### src/rtl/rm_pkg.sv
// rm_pkg: shared types, constants and config check for the rate-matcher bit selector
package rm_pkg;
  typedef enum logic [2:0] {IDLE, SETUP, MOD, RUN, DRAIN} state_t;
  localparam int NULL_BIT = 1;
  localparam int C = 32;
  function automatic logic cfg_ok(input int unsigned qm, e, ncb, kw, r, beat_w);
    return qm >= 1 && qm <= beat_w && e != 0 && (e % qm) == 0 && ncb >= 1 && ncb <= kw && r != 0;
  endfunction
endpackage

### src/rtl/rm_beat_packer.sv
// rm_beat_packer: packs selected bits into qm-bit beats held over a valid/ready handshake
module rm_beat_packer #(
  parameter int BEAT_W = 8
) (
  input  logic              clk,
  input  logic              rst,
  input  logic              clr,
  input  logic [3:0]        qm,
  input  logic              in_flight,
  input  logic              bit_valid,
  input  logic              bit_in,
  input  logic              out_ready,
  output logic              out_valid,
  output logic [BEAT_W-1:0] out_bits,
  output logic              room
);
  localparam int P_W = $clog2(BEAT_W + 1);
  logic [P_W-1:0]    fill;
  logic [BEAT_W-1:0] sh;
  always_ff @(posedge clk or negedge rst)
    if (!rst) begin
      out_valid <= 1'b0;
      fill <= '0;
      sh <= '0;
    end else if (clr || (out_valid && out_ready)) begin
      out_valid <= 1'b0;
      fill <= '0;
      sh <= '0;
    end else if (bit_valid) begin
      sh <= sh | (BEAT_W'(bit_in) << fill);
      fill <= fill + 1'b1;
      out_valid <= int'(fill) + 1 == int'(qm);
    end
  assign out_bits = out_valid ? sh : '0;
  assign room = !out_valid && int'(fill) + int'(in_flight) < int'(qm);
endmodule

### src/rtl/rm_bit_selector.sv
// rm_bit_selector: k0/Ncb circular-buffer bit selection with null skipping, emitting qm-bit beats
module rm_bit_selector
  import rm_pkg::*;
#(
  parameter int R_W    = 7,
  parameter int ADDR_W = 13,
  parameter int E_W    = 16,
  parameter int BEAT_W = 8
) (
  input  logic              clk,
  input  logic              rst,
  input  logic              start,
  output logic              ready,
  input  logic [1:0]        rv_idx,
  input  logic [R_W-1:0]    R,
  input  logic [ADDR_W-1:0] Kw,
  input  logic [ADDR_W-1:0] Ncb,
  input  logic [E_W-1:0]    E,
  input  logic [3:0]        qm,
  output logic              rd_en,
  output logic [ADDR_W-1:0] rd_addr,
  input  logic [1:0]        rd_data,
  output logic              out_valid,
  input  logic              out_ready,
  output logic [BEAT_W-1:0] out_bits,
  output logic              out_last,
  output logic              done,
  output logic              err
);
  localparam int N_W = ADDR_W - 2;
  localparam int K_W = R_W + ADDR_W;
  state_t            state, nxt;
  logic [1:0]        cfg_rv;
  logic [R_W-1:0]    cfg_r;
  logic [ADDR_W-1:0] cfg_ncb, rem, ptr, null_cnt;
  logic [E_W-1:0]    cfg_e, cnt;
  logic [3:0]        cfg_q;
  logic [N_W-1:0]    n;
  logic [K_W-1:0]    k0, k0_calc, step;
  logic              in_flight, err_q, idle, go, cfg_good, last_rem, is_null, got_bit, abort, hs, room;
  assign idle = state == IDLE || state == DRAIN;
  assign go = idle && start;
  assign cfg_good = cfg_ok(32'(qm), 32'(E), 32'(Ncb), 32'(Kw), 32'(R), BEAT_W);
  assign step = K_W'(cfg_r) * K_W'(C / 4);
  assign last_rem = K_W'(rem) <= step;
  // n+1 because this is the cycle that performs the final subtraction
  assign k0_calc = K_W'({cfg_r, 1'b0}) * (K_W'(n) + K_W'(1)) * K_W'(cfg_rv) + K_W'({cfg_r, 1'b0});
  assign is_null = in_flight && rd_data[NULL_BIT];
  assign got_bit = in_flight && !rd_data[NULL_BIT];
  assign abort = state == RUN && is_null && null_cnt + 1'b1 == cfg_ncb;
  assign hs = out_valid && out_ready;
  assign out_last = out_valid && cnt + E_W'(cfg_q) == cfg_e;
  always_ff @(posedge clk or negedge rst)
    if (!rst) state <= IDLE;
    else state <= nxt;
  always_comb begin
    nxt = state;
    case (state)
      IDLE, DRAIN: nxt = go && cfg_good ? SETUP : IDLE;
      SETUP:       nxt = last_rem ? MOD : SETUP;
      MOD:         nxt = k0 < K_W'(cfg_ncb) ? RUN : MOD;
      RUN:         nxt = abort ? IDLE : hs && out_last ? DRAIN : RUN;
      default:     nxt = IDLE;
    endcase
  end
  always_comb begin
    ready = idle;
    done = state == DRAIN || err_q;
    err = err_q;
    rd_en = state == RUN && room && !in_flight;
    rd_addr = ptr;
  end
  always_ff @(posedge clk or negedge rst)
    if (!rst) begin
      cfg_rv <= '0;
      cfg_r <= '0;
      cfg_ncb <= '0;
      cfg_e <= '0;
      cfg_q <= '0;
      rem <= '0;
      n <= '0;
      k0 <= '0;
      ptr <= '0;
      null_cnt <= '0;
      cnt <= '0;
      in_flight <= 1'b0;
      err_q <= 1'b0;
    end else begin
      err_q <= (go && !cfg_good) || abort;
      in_flight <= rd_en;
      if (go) begin
        cfg_rv <= rv_idx;
        cfg_r <= R;
        cfg_ncb <= Ncb;
        cfg_e <= E;
        cfg_q <= qm;
        rem <= Ncb;
        n <= '0;
        cnt <= '0;
        null_cnt <= '0;
      end
      if (state == SETUP) begin
        rem <= last_rem ? '0 : ADDR_W'(K_W'(rem) - step);
        n <= n + 1'b1;
        if (last_rem) k0 <= k0_calc;
      end
      if (state == MOD) begin
        if (k0 >= K_W'(cfg_ncb)) k0 <= k0 - K_W'(cfg_ncb);
        else ptr <= ADDR_W'(k0);
      end
      if (rd_en) ptr <= ptr == cfg_ncb - 1'b1 ? '0 : ptr + 1'b1;
      if (is_null) null_cnt <= null_cnt + 1'b1;
      else if (got_bit) null_cnt <= '0;
      if (hs) cnt <= cnt + E_W'(cfg_q);
    end
  rm_beat_packer #(.BEAT_W(BEAT_W)) u_pack (
    .clk(clk),
    .rst(rst),
    .clr(state != RUN),
    .qm(cfg_q),
    .in_flight(in_flight),
    .bit_valid(state == RUN && got_bit),
    .bit_in(rd_data[0]),
    .out_ready(out_ready),
    .out_valid(out_valid),
    .out_bits(out_bits),
    .room(room)
  );
endmodule

### config.mk
export PLATFORM = sky130hd
export DESIGN_NAME = rm_bit_selector
export DESIGN_NICKNAME = d
export VERILOG_FILES = /design/src/rtl/rm_pkg.sv /design/src/rtl/rm_beat_packer.sv /design/src/rtl/rm_bit_selector.sv
export SDC_FILE = /design/constraint.sdc
export NUM_CORES = 1
export LEC_CHECK = 0
export BUFFER_PORTS_ARGS = -buffer_cell sky130_fd_sc_hd__buf_4
export CAP_MARGIN = 15
export CORE_ASPECT_RATIO = 1.25
export CORE_MARGIN = 1
export CORE_UTILIZATION = 40
export DETAILED_ROUTE_END_ITERATION = 16
export PLACE_DENSITY = 0.63
export SKIP_CTS_REPAIR_TIMING = 1
export SYNTH_ARGS = -nofsm -noshare
export SYNTH_HDL_FRONTEND = slang
export SYNTH_SLANG_ARGS = --single-unit
### constraint.sdc
create_clock -name clk -period 6.4 [get_ports clk]
set_input_delay 0.32 -clock clk [delete_from_list [all_inputs] [get_ports clk]]
set_output_delay 0.32 -clock clk [all_outputs]
set_load 0.01 [all_outputs]
; ---- Word level (Yosys, flattened, before mapping)
; Index checks and enable logic that the tools add are counted.
[classes]
n_addsub = 12
multipliers = 2
n_div = 1
magnitude_cmp = 8
n_eq_ne = 10
n_shift = 1
muxes = 31
n_bitwise = 1
reduce_logical = 39
[ops]
columns = operator, count
row1 = $mux 13, 10
row2 = $mux 20, 4
row3 = $eq 32x5->1, 1
row4 = $logic_not 32->1, 1
row5 = $lt 32x5->1, 1
row6 = $mod 16x4->32, 1
row7 = $mux 16, 2
row8 = $add 13x1->13 const B, 2
row9 = $eq 13x13->1, 2
row10 = $mux 8, 3
row11 = $mux 11, 2
row12 = $add 20x8->20, 1
row13 = $ge 20x13->1, 1
row14 = $logic_and 1x1->1, 20
row15 = $lt 20x13->1, 1
row16 = $sub 20x13->20, 1
row17 = $mul 19x2->19, 1
row18 = $mul 7x12->19, 1
row19 = $add 16x4->16, 1
row20 = $eq 16x16->1, 1
row21 = $reduce_bool 16->1, 1
row22 = $ge 13x1->1 const B, 1
row23 = $le 13x10->1, 1
row24 = $le 13x13->1, 1
row25 = other kinds (29), 44
[word_totals]
reg_bits = 146
in_bits = 61
output_inout_bits = 27
word_cells = 122

; ---- Depth between registers and ports, before layout
[depth]
depth_word = 10
depth_mapped = 326

; ---- By module
; Synthesis repeated with hierarchy kept, for this count alone.
[hier_totals]
cells_unflattened = 4215
hier_area_um2 = 31072.3
[modules_own_cells]
columns = module, instances, cells_each, area_per_inst_um2, seq_area_each_um2
row1 = rm_bit_selector, 1, 4126, 30244.0, 3328.2
row2 = rm_beat_packer, 1, 89, 828.3, 325.3

; ---- Worst setup path after synthesis
; OpenSTA, ideal clock, no wires.
[synth_timing]
path_kind = input -> register
start = input qm[0]
end = register err_q (netlist: err)
setup_ps = 119
arrival_time_ps = 62099
slack_ps = -55818
stages = 303
cell_sequence = inv_1 > ha_1 > o211ai_1 > a21o_1 > o311ai_4 > o21a_1 > ha_1 > or3_1 > o22a_1 > a211oi_1 > nor2_1 > ha_1 > a21boi_1 > or2_0 > clkbuf_1 > a21oi_1 > o22a_1 > inv_1 > (+267 left out) > nand2b_1 > nor4_1 > nand4_1 > or2_1 > buf_6 > a21oi_1 > ha_1 > a21o_1 > a21o_1 > a21oi_1 > o211a_1 > and4b_1 > buf_2 > o2111ai_1 > or4b_1 > nand4b_1 > a2111o_1 > a21bo_1
[synth_between]
elab_chain_len = 10
[synth_lines]
columns = item, line
row1 = "start, declared", rm_bit_selector.sv:19  ; input logic [3:0] qm,
row2 = branches (longest 3 deep; another with $mod 16x4->32), -
row3 = $logic_and 1x1->1 (*) (4 in series), rm_pkg.sv:7  ; return qm >= 1 && qm <= beat_w && e != 0 && (e % qm) == 0 && ncb >= 1 && ncb <= kw && r != 0;
row4 = $logic_not 1->1 (*), rm_bit_selector.sv:89  ; err_q <= (go && !cfg_good) || abort;
row5 = $logic_and 1x1->1 (*), rm_bit_selector.sv:89
row6 = $logic_or 1x1->1 (*), rm_bit_selector.sv:89
row7 = "end signal, assigned", rm_bit_selector.sv:89
row8 = "end, declared", rm_bit_selector.sv:40  ; logic in_flight, err_q, idle, go, cfg_good, last_rem, is_null, got_bit, abort, hs, room;
; Every way passes the cells marked *.
; A chain may end at the register's enable or synchronous reset.

; ---- Worst setup path in the final report
; Ends and elaborated chain as after synthesis.

==> flow_summary.toml <==
[status]
status = "complete, but fails checks"
failed_checks = "negative setup slack"

[die]
die_y_um = 319
die-width_um = 255
initial_core_util = 0.406
core_um2 = 79100
dieArea_um2 = 81400
rows = 115
io_pins = 88

[grt]
grt_util_met1 = 0.333
antenna_found_initial = 5
gr-max-usage-layer = "met2"
overflow = 0
grt_pass1_wl_um = 195000
grt_pass1_vias = 39541
track_usage = 0.288
grt_util_met3 = 0.0309
grt_max_degree = 102
met2_usage = 0.531

[worst_setup_path]
path_delay_family = "compound AO/OA/AOI/OAI gates"
cpPeakStageDelay_ns = 0.46
r2r_slack_ns = -0.40
r2r-start = "n[4]"
start_kind = "input port"
crit_slowest_cell = "o41a_1"
reg2reg_depth = 32
cp_data_required_time_ns = 6.75
critPathMaxFanout = 6
worst-path-buf-inv = 10
crit_path_end_kind = "flip-flop"
r2r_end = "k0[19]"
critPathKind = "in -> reg"
worst_ep_arrival_time_ns = 50.77
cpMostUsedCell = "o21a_1"

[sta]
setup_viol = 6
setup_slack_ns = -44.02
max-slew-margin-rel = 0.163
fin_skew_ns = 0.0202
fin_crit_ns = 50.42
post-route-period-util = 7.88
setup_tns_ns = -88.60
maxSlewViolCount = 0
worst_pin_slew_ns = 1.24
holdWs_ns = 0.00933
fmax_mhz = 19.8
rsz0062_at_grt = "true"
hold_viol = 0

[routing]
drtIter0Drc = 2847
drc = 0
wl_um = 126000
firstDrtPassIters = 6
ant_nets = 0
drt-vias-per-instance = 5.68
wl_per_cell_um = 17.7
via_count = 40493

[clock_network]
clock-sinks = 146
ctsHtreeMaxLevel = 4
cts_buffer_depth = 2
root_buffer = "clkbuf_16"
cts-buffers-inserted = 17
clock_latency_ns = 0.48
cts_tree = "built"
clk_pin_slew_ns = 0.07

[synth]
synth.top_cells.by_area = "dfrtp_1 (11%), ha_1 (9.0%), xnor2_1 (5.9%), nand2_1 (5.5%), nor2_1 (4.4%)"
postSynthCellCount = 4383
synth-main-ff-cell = "dfrtp_1"
yosysSeqAreaShare = 0.114
ys_top_cells_by_count = "nand2_1 (467), nor2_1 (380), a21oi_1 (261)"
synth_edf_count = 0
synth_top_area_cell = "dfrtp_1"
synth-async-reset-ratio = 1.00
synth_area_per_cell_um2 = 7.33
ys_ff_latch = 146
synth_most_common_cell = "nand2_1"
synth_area_um2 = 32100
synthDistinctLibCells = 140
synth_top_area_share = 0.114
synth_warnings = 0

[finish]
syn2layout_area_growth_pct = 53.9
fin_nets = 6416
antenna_cells = 0
layout-drive-gt1-share = 0.388

[placement]
place.gp.congestion = 0.984
hpwl_um = 101000
port_buffers = 87
place_ws_ns = -45.10

[flow_run]
cap_violations = 0

[worst_hold_path]
hold_path_class = "in -> async"
layout by cell type (no fill, tap or decap), types with 22 or more instances in the layout:
cell type  instances
or2_2             29
a21o_1            85
ha_1             187
a21oi_1          210
ha_4              43
buf_4           1790
nor2_1           342
a211oi_1          45
a31oi_1           59
nand2_1          453
inv_1            170
mux2i_1           59
nor4_1            46
a21oi_2           38
o21bai_1          27
o211ai_1          51
dfrtp_1          146
or3_1             49
xnor2_1          201
o21ai_1           41
or4_1             25
nor3_1           156
o21a_1            85
xor2_1           109
and4_1            22
nand4_1           58
o22ai_1           27
o31ai_1           24
fa_1              55
and2_1           112
and3_1            57
nand3_1          121
o21ai_0          219
nand2b_1          57
nor2b_1           46
worst max path at each step:
stage	endpoint	cells past startpoint	start
floorplan	err	311	qm[2]
global placement	err	287	qm[0]
detailed placement	err	289	qm[0]
CTS	err	289	qm[0]
global route	err	282	qm[0]
finish	err	281	qm[0]
flip-flops by register name, indices dropped and copies added, names as in the netlist, 4 cells and up:
register / cells
cfg_r: 7
u_pack.sh: 8
u_pack.fill: 4
cnt: 16
null_cnt: 13
cfg_q: 4
cfg_e: 16
n: 11
k0: 20
rd_addr: 13
cfg_ncb: 13
rem: 13
worst reg2reg max path: cells and delay by family (launching register included):
| family | cells | cell delay (ns) |
|---|---|---|
| DFF | 1 | 0.40 |
| AOI/OAI and AO/OA | 12 | 1.76 |
| xor gates and xnor gates | 5 | 0.83 |
| and+or+nand+nor | 6 | 0.96 |
| adders and majority gates | 6 | 2.50 |
| buffers and inverters | 3 | 0.25 |
through the flow:
| stage | cell area, um2 | util | std cells |
|---|---|---|---|
| after CTS | 47300 | 0.597 | 7036 |
| after floorplan | 33400 | - | 4398 |
| after detailed placement | 46600 | 0.589 | 7004 |
| after global routing | 49400 | 0.624 | 7135 |
| after global placement | 46600 | 0.589 | 7004 |
| final | 49400 | 0.624 | 7135 |
cells by family (layout without fill, tap and decap cells):
logic type | after synthesis | after routing | share of synthesized area
fa+ha+maj | 289 | 289 | 0.125
xor+xnor | 337 | 337 | 0.0932
simple gates | 1872 | 1872 | 0.309
mux | 93 | 93 | 0.0308
flops | 146 | 146 | 0.114
other cells | 1 | 16 | 0.000117
compound gates | 1301 | 1301 | 0.283
buf+inv | 344 | 2028 | 0.0443
layout make-up:
type	instances	area, um2
fillers	6999	29700
multi-input cells	3908	29500
repair buffers	1803	13600
flip-flops and latches	146	3650
well taps	1053	1320
inverters	193	741
clock buffers	20	457
clock inverters	12	169
metal layers:
metal	share of wire	wire length (um)
met1	0.40	50500
met2	0.51	64100
met3	0.044	5570
met4	0.046	5840
met5	0.00052	66
Power is not shown: default switching activity piles up to over one toggle a cycle in this logic, so the estimate is an artifact.
